`config.mk`:
```
export PLATFORM = sky130hd
export DESIGN_NAME = writeback_unit
export DESIGN_NICKNAME = d
export VERILOG_FILES = /design/src/rtl/writeback_pkg.sv /design/src/rtl/wb_regfile.sv /design/src/rtl/writeback_unit.sv
export SDC_FILE = /design/constraint.sdc
export NUM_CORES = 1
export LEC_CHECK = 0
export ABC_AREA = 1
export ABC_CLOCK_PERIOD_IN_PS = 5100
export CAP_MARGIN = 20
export CORE_MARGIN = 3
export CORE_UTILIZATION = 59
export DETAILED_ROUTE_END_ITERATION = 8
export GPL_TIMING_DRIVEN = 0
export HOLD_SLACK_MARGIN = 0.08
export PLACE_DENSITY_LB_ADDON = 0.05
export SLEW_MARGIN = 0
export SYNTH_ARGS = -nofsm -noshare
export SYNTH_HDL_FRONTEND = slang
export SYNTH_SLANG_ARGS = --single-unit
```
`constraint.sdc`:
```
create_clock -name clock -period 5.1 [get_ports clock]
set_input_delay 0.51 -clock clock [delete_from_list [all_inputs] [get_ports clock]]
set_output_delay 0.51 -clock clock [all_outputs]
set_load 0.05 [all_outputs]
```
`src/rtl/writeback_pkg.sv`:
```
// rtl/writeback_pkg.sv - writeback select encoding, condition codes and nzp helper
package writeback_pkg;

   // Result select carried on W_Control
   typedef enum logic [1:0] {
      WSEL_ALU = 2'd0,
      WSEL_PC  = 2'd1,
      WSEL_MEM = 2'd2,
      WSEL_NPC = 2'd3
   } wsel_e;

   // One-hot condition codes {N,Z,P}
   localparam logic [2:0] PSR_N = 3'b100;
   localparam logic [2:0] PSR_Z = 3'b010;
   localparam logic [2:0] PSR_P = 3'b001;

   // Condition code of a value given its sign bit and an all-zero flag
   function automatic logic [2:0] nzp(input logic msb, input logic is_zero);
      if (msb)
         return PSR_N;
      else if (is_zero)
         return PSR_Z;
      else
         return PSR_P;
   endfunction

endpackage

```
`src/rtl/wb_regfile.sv`:
```
// rtl/wb_regfile.sv - register file with one write port, NUM_RD async read ports and optional bypass
module wb_regfile #(
   parameter int DATA_W   = 16,
   parameter int NUM_REGS = 8,
   parameter int NUM_RD   = 2,
   parameter int BYPASS   = 1,
   localparam int REG_AW  = $clog2(NUM_REGS)
) (
   input  logic                     clock,
   input  logic                     reset,
   input  logic                     i_we,
   input  logic [REG_AW-1:0]        i_waddr,
   input  logic [DATA_W-1:0]        i_wdata,
   input  logic [NUM_RD*REG_AW-1:0] i_raddr,
   output logic [NUM_RD*DATA_W-1:0] o_rdata
);

   logic [DATA_W-1:0] r_mem [NUM_REGS];

   // Clear every register on reset; otherwise write the selected entry when enabled
   always_ff @(posedge clock) begin
      if (reset) begin
         for (int i = 0; i < NUM_REGS; i++)
            r_mem[i] <= '0;
      end else if (i_we) begin
         r_mem[i_waddr] <= i_wdata;
      end
   end

   // Each read port is a plain array lookup; a same-cycle write to the same index
   // is forwarded only when bypass is built in and reset is not holding the array
   for (genvar k = 0; k < NUM_RD; k++) begin : g_rd
      logic [REG_AW-1:0] w_ra;
      logic              w_hit;
      assign w_ra  = i_raddr[k*REG_AW +: REG_AW];
      assign w_hit = (BYPASS != 0) && i_we && !reset && (w_ra == i_waddr);
      assign o_rdata[k*DATA_W +: DATA_W] = w_hit ? i_wdata : r_mem[w_ra];
   end

endmodule

```
`src/rtl/writeback_unit.sv`:
```
// rtl/writeback_unit.sv - writeback result mux, register file, condition codes and writeback counter
module writeback_unit
   import writeback_pkg::*;
#(
   parameter int DATA_W   = 16,
   parameter int NUM_REGS = 8,
   parameter int NUM_RD   = 2,
   parameter int BYPASS   = 1,
   localparam int REG_AW  = $clog2(NUM_REGS)
) (
   input  logic                     clock,
   input  logic                     reset,
   input  logic                     enable_writeback,
   input  logic [1:0]               W_Control,
   input  logic [DATA_W-1:0]        aluout,
   input  logic [DATA_W-1:0]        pcout,
   input  logic [DATA_W-1:0]        memout,
   input  logic [DATA_W-1:0]        npc,
   input  logic [REG_AW-1:0]        dr,
   input  logic [NUM_RD*REG_AW-1:0] sr,
   output logic [NUM_RD*DATA_W-1:0] VSR,
   output logic [2:0]               psr,
   output logic                     wb_done,
   output logic [15:0]              wb_count
);

   logic [DATA_W-1:0] w_wb_value;
   logic [2:0]        r_psr;
   logic              r_wb_done;
   logic [15:0]       r_wb_count;

   // Select the value being written back this cycle
   always_comb begin
      w_wb_value = aluout;
      case (wsel_e'(W_Control))
         WSEL_ALU: w_wb_value = aluout;
         WSEL_PC:  w_wb_value = pcout;
         WSEL_MEM: w_wb_value = memout;
         WSEL_NPC: w_wb_value = npc;
         default:  w_wb_value = aluout;
      endcase
   end

   wb_regfile #(
      .DATA_W   (DATA_W),
      .NUM_REGS (NUM_REGS),
      .NUM_RD   (NUM_RD),
      .BYPASS   (BYPASS)
   ) u_regfile (
      .clock   (clock),
      .reset   (reset),
      .i_we    (enable_writeback),
      .i_waddr (dr),
      .i_wdata (w_wb_value),
      .i_raddr (sr),
      .o_rdata (VSR)
   );

   // Condition codes, done pulse and counter move only on an accepted writeback
   always_ff @(posedge clock) begin
      if (reset) begin
         r_psr      <= 3'b000;
         r_wb_done  <= 1'b0;
         r_wb_count <= 16'h0000;
      end else begin
         r_wb_done <= enable_writeback;
         if (enable_writeback) begin
            r_psr      <= nzp(w_wb_value[DATA_W-1], w_wb_value == '0);
            r_wb_count <= r_wb_count + 16'd1;
         end
      end
   end

   assign psr      = r_psr;
   assign wb_done  = r_wb_done;
   assign wb_count = r_wb_count;

endmodule

```
==> results, run 1 <==
- Detailed routing inserted a total of 8,904 vias.
- The full die area is 16,000 µm².
- The wire length of the first global-routing pass is 46.43 mm.
- TritonCTS built the clock tree.
- The total overflow left after global routing is 0.
- In the post-synthesis netlist, the biggest area contributors are sky130_fd_sc_hd__edfxtp_1 45%, sky130_fd_sc_hd__nor2_1 9.0%, sky130_fd_sc_hd__o21ai_0 8.6%.
- Of the cells placed in the final design, the portion with a size suffix greater than 1 is 0.08624.
- The number of global-route vias before repair was 8,466.
- In the layout the commonest cells are 206 x sky130_fd_sc_hd__nor2_1, 147 x sky130_fd_sc_hd__o21ai_0, 128 x sky130_fd_sc_hd__edfxtp_1, 126 x sky130_fd_sc_hd__clkdlybuf4s50_1, 114 x sky130_fd_sc_hd__nand2_1.
- The most common cell after layout, fill and taps aside is sky130_fd_sc_hd__nor2_1.
- The initial utilization of the core area, before any placement, comes to 0.6100.
- The capturing element type of the critical path is an output port.
- The data arrival time of the critical path is 3.45 ns.
- After clock tree synthesis, the clock-pin slew on the worst setup and hold paths is 0.06 ns.
- For this run, asynchronously set or reset flops after synthesis account for 0.
- The final-layout fill cell count is 1,064.
- The CTS buffer count is 17.
- The post-DP HPWL is 21.81 mm.
- The clock drives 148 sinks.
- The cell count after synthesis is 1,048.
- The final RePlAce weighted congestion is 1.030.
- After routing, the total negative slack on setup checks comes to 0 ns.
- The post-detailed-route wirelength per cell is 22.02 µm.
- In this run, post-CTS hold repair placed 0 buffers.
- The worst hold path begins at reset.
- The area growth from synthesis to layout is 24.25%.
- The most critical setup path has its startpoint at W_Control[1].
- In this run the cell area of the synthesized design comes to 8566 µm².
- The share of synthesized area in the top cell type comes to 0.4487.
- The largest clock skew in the final design is 0.004433 ns.
- The predominant post-synthesis flop cell is sky130_fd_sc_hd__edfxtp_1.
- The pre-antenna-repair detailed-routing pass consisted of 8 iterations.
- The die is 126.5 µm wide.
- Setup violations remaining at the end of the flow were counted as 0.
- Dividing the detail-routed via count by the number of cells gives 6.424.
- Setup repair after global routing left no endpoint under its margin.
- Wires add up to 30.52 mm.
- The synthesized netlist net count is 1,127.
- The tightest min-delay check is of the primary input to flip-flop type.
- The synthesized netlist contains 33 unique library cells.
- Setup slack closes at 1.143 ns.
- The final layout contains 1,272 nets.
- The proportion of synthesized chip area in sequential cells is 0.4955.
- The top-level port count is 130.
- After layout, the minimum clock period comes to 3.957 ns.
- The number of max-capacitance violations reported is 0.
- The required time reported for the critical path endpoint is 4.59 ns.
- The number of setup buffers added after CTS is 0.
- The count of nets left with antenna violations once routing finished came out at 0.
- The count of final hold-check violations is 0.
- The die is 126.5 µm tall.
- The worst ir drop on vdd is 0.0002361 V.
- For flop-to-flop paths, the worst setup slack is 3.46 ns.
- Prior to clock tree synthesis, the placed netlist has a worst setup slack of 1.232 ns.
- The launch instance of the worst register-to-register path is wb_count[0]$_SDFFE_PP0P_.
- The run finished with clean final reports.
- The mean area per synthesized cell is 8.173 µm².
- The clock reaches the later pin of the worst-skew pair after 0.43 ns.
- The number of antenna violations at the first check in global routing is 0.
- The number of warnings printed during yosys synthesis is 0.
- The antenna diode instance count is 0.
- In this run, post-CTS repair resized a total of 0 instances.
- For the pin with the worst max-slew slack, the measured transition is 0.9221 ns.
- The floorplan has 43 rows.
- The post-layout instance count excluding filler cells is 1,386.
- The synthesized design contains 148 register bits.
- The tree is rooted in a sky130_fd_sc_hd__clkbuf_16.
- Counting tap cells, the placed design contains a total of 1,354 instances.
- After routing the design area is 10,640 µm².
- The number of port buffers is 126.
- The floorplan step defined a core boundary enclosing 14,040 µm².
- In this run, the number of DRC markers left after iteration 0 of detailed routing was 1,683.
- The maximum number of pins on one net before global-route repair is 17.
- In the routed design, unresolved DRC markers number 0.
- The max-slew violation count is 0.
- The critical setup path kind is primary input to output port.
- The leakage power is 3.869 nW.
- The number of synthesized flops with an enable pin is 128.
- The placed instances occupy a cell area of 10,050 µm².
- The worst setup path is launched from a primary input.
- The longest clock path from root to sink contains 2 buffers.
- The synthesized design spends more area on one cell type than any other, namely sky130_fd_sc_hd__edfxtp_1.
- CTS built an H-tree with a depth of 4.
- For this run, the top clock speed supported by timing is 252.7 MHz.
- In this run the tightest slew margin relative to its limit is 0.3838.
- The total power divided by cell area is 320.5 nW/µm².
- Of the available clock period, the critical path in the final layout requires 0.7759.
- Of all nets on the critical path, the largest fanout is 10.
- In the global route stage, overall resource usage came out at 0.3818.
==> registers in the layout, indices dropped and copies added (netlist names) <==
name and count:
u_regfile.r_mem 128, wb_count 16, psr 3, wb_done 1
==> Yosys cell counts (3+ instances only) <==
cell type,number
sky130_fd_sc_hd__nor2_1,206
sky130_fd_sc_hd__o21ai_1,21
sky130_fd_sc_hd__buf_1,3
sky130_fd_sc_hd__inv_1,68
sky130_fd_sc_hd__buf_4,6
sky130_fd_sc_hd__nand4_1,17
sky130_fd_sc_hd__buf_2,29
sky130_fd_sc_hd__xor2_1,4
sky130_fd_sc_hd__dfxtp_1,20
sky130_fd_sc_hd__nor2_2,4
sky130_fd_sc_hd__nand2_1,114
sky130_fd_sc_hd__o211ai_1,55
sky130_fd_sc_hd__inv_2,9
sky130_fd_sc_hd__clkbuf_1,30
sky130_fd_sc_hd__nand3_1,66
sky130_fd_sc_hd__nand3_2,9
sky130_fd_sc_hd__edfxtp_1,128
sky130_fd_sc_hd__nand4_2,3
sky130_fd_sc_hd__o21ai_0,147
sky130_fd_sc_hd__o22ai_1,4
sky130_fd_sc_hd__a21oi_1,70
sky130_fd_sc_hd__buf_6,6
sky130_fd_sc_hd__nor3_1,4
sky130_fd_sc_hd__clkinv_1,11
==> routing by layer <==
metal / vias up / track usage / wire, µm
met4: 0 / 0.2397 / 2133
met2: 814 / 0.5894 / 13690
li1: 3938 / - / -
met3: 169 / 0.1074 / 4216
met5: - / 0 / 0
met1: 3983 / 0.4748 / 10480
==> metrics by stage <==
stage	power [mW]	hold slack [ns]	util
2_1_floorplan	1.842	0.6768	-
3_3_place_gp	2.117	0.4623	0.7159
3_5_place_dp	2.128	0.4591	0.7159
4_1_cts	3.371	0.2959	0.7579
5_1_grt	3.494	0.3072	0.7579
6_report	3.411	0.3036	0.7579
==> layout make-up <==
class / instances / area [µm²] / area share
well taps: 180 / 225.2 / 0.02116
flip-flops and latches: 148 / 4244 / 0.3988
clock buffers: 19 / 432.9 / 0.04068
clock inverters: 13 / 157.7 / 0.01481
multi-input cells: 737 / 3603 / 0.3386
inverters: 89 / 336.6 / 0.03162
plain buffers: 74 / 381.6 / 0.03586
repair buffers: 126 / 1261 / 0.1185
==> power by group <==
part	switching [mW]	internal (mW)	total, mW
Clock	0.518	0.767	1.28
Combinational	0.489	0.221	0.710
Sequential	0.0314	1.39	1.42
Total	1.04	2.37	3.41
==> cell families (layout without fill, tap and decap cells) <==
logic type      after synthesis  in the layout  share of synthesized area
xor+xnor                      4              4                   0.004090
fa+ha+maj                     1              1                   0.001460
buf+inv                     163            321                    0.08384
simple gates                428            428                     0.2165
flops                       148            148                     0.4955
compound gates              304            304                     0.1987
==> worst paths after layout <==
check / endpoint / cells after the start
min reg2reg: psr[1]$_SDFFE_PP0P_ / 2
max reg2reg: wb_count[12]$_SDFFE_PP0P_ / 8
max: VSR[25] / 8
min: wb_count[14]$_SDFFE_PP0P_ / 2
==> worst max-delay path: stages <==
cell,delay [ns]
sky130_fd_sc_hd__clkdlybuf4s50_1,0.49
sky130_fd_sc_hd__inv_2,0.13
sky130_fd_sc_hd__buf_2,0.24
sky130_fd_sc_hd__nand3_1,0.09
sky130_fd_sc_hd__nand4_1,0.24
sky130_fd_sc_hd__clkinv_1,0.38
sky130_fd_sc_hd__o21ai_0,0.47
sky130_fd_sc_hd__clkdlybuf4s50_1,0.88
No activity file was read; power rests on OpenSTA's default activity.
==> inputs of run 2 (changes only) <==
--- a/config.mk
+++ b/config.mk
@@ -6,10 +6,10 @@
 export NUM_CORES = 1
 export LEC_CHECK = 0
 export ABC_AREA = 1
-export ABC_CLOCK_PERIOD_IN_PS = 5100
+export ABC_CLOCK_PERIOD_IN_PS = 3200
 export CAP_MARGIN = 20
 export CORE_MARGIN = 3
-export CORE_UTILIZATION = 59
+export CORE_UTILIZATION = 50
 export DETAILED_ROUTE_END_ITERATION = 8
 export GPL_TIMING_DRIVEN = 0
 export HOLD_SLACK_MARGIN = 0.08
==> constraint.sdc (replaced) <==
create_clock -name clock -period 3.2 [get_ports clock]
set_input_delay 0.32 -clock clock [delete_from_list [all_inputs] [get_ports clock]]
set_output_delay 0.32 -clock clock [all_outputs]
set_load 0.05 [all_outputs]
==> results, run 2 (synthesis gave the netlist of run 1 again) <==
- The total clock sinks is 148.
- The number of endpoints failing setup at the final stage is 0.
- The worst-case hold slack is 0.1072 ns.
- The pre-antenna-repair detailed-routing pass consisted of 6 iterations.
- Across the routed clock network, the largest skew measured is 0.003269 ns.
- Row generation in the floorplan step produced 47 rows.
- The finished cells cover 10,650 µm².
- The overall fraction of global-route tracks in use is 0.3333.
- The library cells used most frequently in the layout, excluding fill and tap cells, are 206 x sky130_fd_sc_hd__nor2_1, 147 x sky130_fd_sc_hd__o21ai_0, 128 x sky130_fd_sc_hd__edfxtp_1, 114 x sky130_fd_sc_hd__nand2_1, 94 x sky130_fd_sc_hd__clkdlybuf4s50_1.
- On the worst path, the slowest cell contributes a delay of 0.58 ns.
- At the end of routability-driven placement, the weighted congestion stood at 0.9787.
- The ratio of cells with drive above 1 in the final layout is 0.09876.
- The insertion delay to the later sink of the worst-skew pair is 0.43 ns.
- Power spread over the standard cell area amounts to 501.6 nW/µm².
- The smallest clock period supported by the final layout is computed as 3.162 ns.
- For the pin with the worst max-slew slack, the measured transition is 0.8579 ns.
- In this run the tightest slew margin relative to its limit is 0.4267.
- 130 I/O pins were placed.
- The area growth from synthesis to layout is 24.34%.
- Counting the buffers created by CTS gives 17.
- The library cell used as clock root buffer is sky130_fd_sc_hd__clkbuf_16.
- The register with the most flip-flops in the layout has 128 of them.
- The largest individual stage delay along the critical path comes from the cell sky130_fd_sc_hd__clkdlybuf4s50_1.
- TritonCTS built the clock tree.
- Of all nets on the critical path, the largest fanout is 10.
- In this run, placement finished with an instance count of 1,394.
- After detailed routing, the total wire length is 30.51 mm.
- The data arrival time of the critical path is 2.84 ns.
- In the final routed layout, each cell accounts on average for 21.41 µm.
- The routed layout has 8,733 vias.
- The number of antenna violations at the first check in global routing was 0.
- In this run the vertical extent of the chip is 136.9 µm.
- The maximum number of pins on one net before global-route repair is 20.
- STA puts the critical path data required time at 2.88 ns.
- Dividing the detail-routed via count by the number of cells gives 6.128.
- The number of global-route vias before repair is 8,244.
- OpenSTA, run right after detailed placement, puts the worst setup slack at -0.3290 ns.
- VDD sags by at most 0.0003996 V.
- The number of max-capacitance violations reported is 0.
- The core area is 16,700 µm².
- The count of final hold-check violations is 0.
- The most common cell after layout, fill and taps aside is sky130_fd_sc_hd__nor2_1.
- The effective utilization at floorplan is 0.5129.
- The max-slew violation count was 0.
- The number of remaining DRC errors is 0.
- STA classifies the critical path endpoint as an output port.
- Broken down by cell family, the worst path's largest delay share belongs to buffers and inverters.
- The die is 136.9 µm wide.
- Traced cell by cell, the critical path runs through clkdlybuf4s50_1 > buf_2 > buf_2 > o21ai_0 > o21ai_0 > o21ai_0 > o21ai_0 > clkdlybuf4s15_2.
- The residual antenna-violating net count after detailed routing is 0.
- The number of port buffers is 126.
- The full die area is 18,740 µm².
- The most numerous cell type found on the critical path is sky130_fd_sc_hd__o21ai_0.
- The maximum clock frequency is 316.2 MHz.
- The post-layout instance count excluding filler cells is 1,425.
- For the final routed database, the setup TNS stands at 0 ns.
- Summed over all layers, the global routing overflow is 0.
- The number of nets in the finished design is 1,271.
- The critical path in this run is classified as primary input to output port.
- The post-route clock period utilization is 0.9882.
- The leakage power is 3.916 nW.
- No sink is reached through more buffers than the 2 on the longest clock path.
- The maximum level of the CTS H-tree is 4.
- The final-layout fill cell count is 1,494.
- The wire length of the first global-routing pass is 46.16 mm.
- The register with the most flip-flops is u_regfile.r_mem.
- The final core utilization is 0.6377.
- The worst min-delay path category is primary input to flip-flop.
- The worst path meets setup with 0.03780 ns of slack.
- The category of the worst setup path launch point is a primary input.
- The flow ran to the end, and the final reports show no timing, DRC or antenna violations.
- The worst path buffer plus inverter count is 4.
- The initial detailed-routing violation count is 1,081.
- Once detailed placement completed, the half-perimeter wirelength came to 22.14 mm.
- The placed instances occupy a cell area of 10,100 µm².
- The antenna diode instance count is 0.
- The clock slew seen by the registers of the worst setup and hold paths is 0.06 ns.
- Overall power consumption after layout is estimated at 5.342 mW.
-- run 2: layout make-up --
| class | count | area (µm²) | area share |
|---|---|---|---|
| inverters | 89 | 342.8 | 0.03219 |
| clock buffers | 21 | 450.4 | 0.04229 |
| multi-input cells | 737 | 3603 | 0.3383 |
| well taps | 220 | 275.3 | 0.02585 |
| flip-flops and latches | 148 | 4244 | 0.3985 |
| plain buffers | 73 | 384.1 | 0.03607 |
| clock inverters | 11 | 127.6 | 0.01198 |
| repair buffers | 126 | 1222 | 0.1148 |
-- run 2: per-layer routing --
layer / up-vias / GRT usage / part of all wire
met2: 678 / 0.5315 / 0.46
met4: 0 / 0.1574 / 0.047
met1: 4002 / 0.4177 / 0.38
met3: 113 / 0.09779 / 0.12
li1: 3940 / - / -
met5: - / 0 / 0
-- run 2: worst paths after layout --
path                             from                        end  slack [ns]  cells after the start
max                             sr[1]                     VSR[9]        0.04                      8
min                             reset         wb_done$_SDFF_PP0_        0.11                      2
max reg2reg  wb_count[0]$_SDFFE_PP0P_  wb_count[12]$_SDFFE_PP0P_        1.54                      8
min reg2reg       psr[1]$_SDFFE_PP0P_        psr[1]$_SDFFE_PP0P_        0.47                      2
-- run 2: what timing repair did --
item,in CTS,in global routing
buffers inserted,0,0
gates resized for setup,43,20
setup endpoints to repair,32,23
hold buffers,0,0
-- run 2: power breakdown --
group          switching [mW]  internal (mW)  total [mW]  leakage, nW
Combinational           0.780          0.319        1.10         2.25
Sequential             0.0488           2.21        2.26         1.39
Clock                   0.817           1.17        1.99        0.274
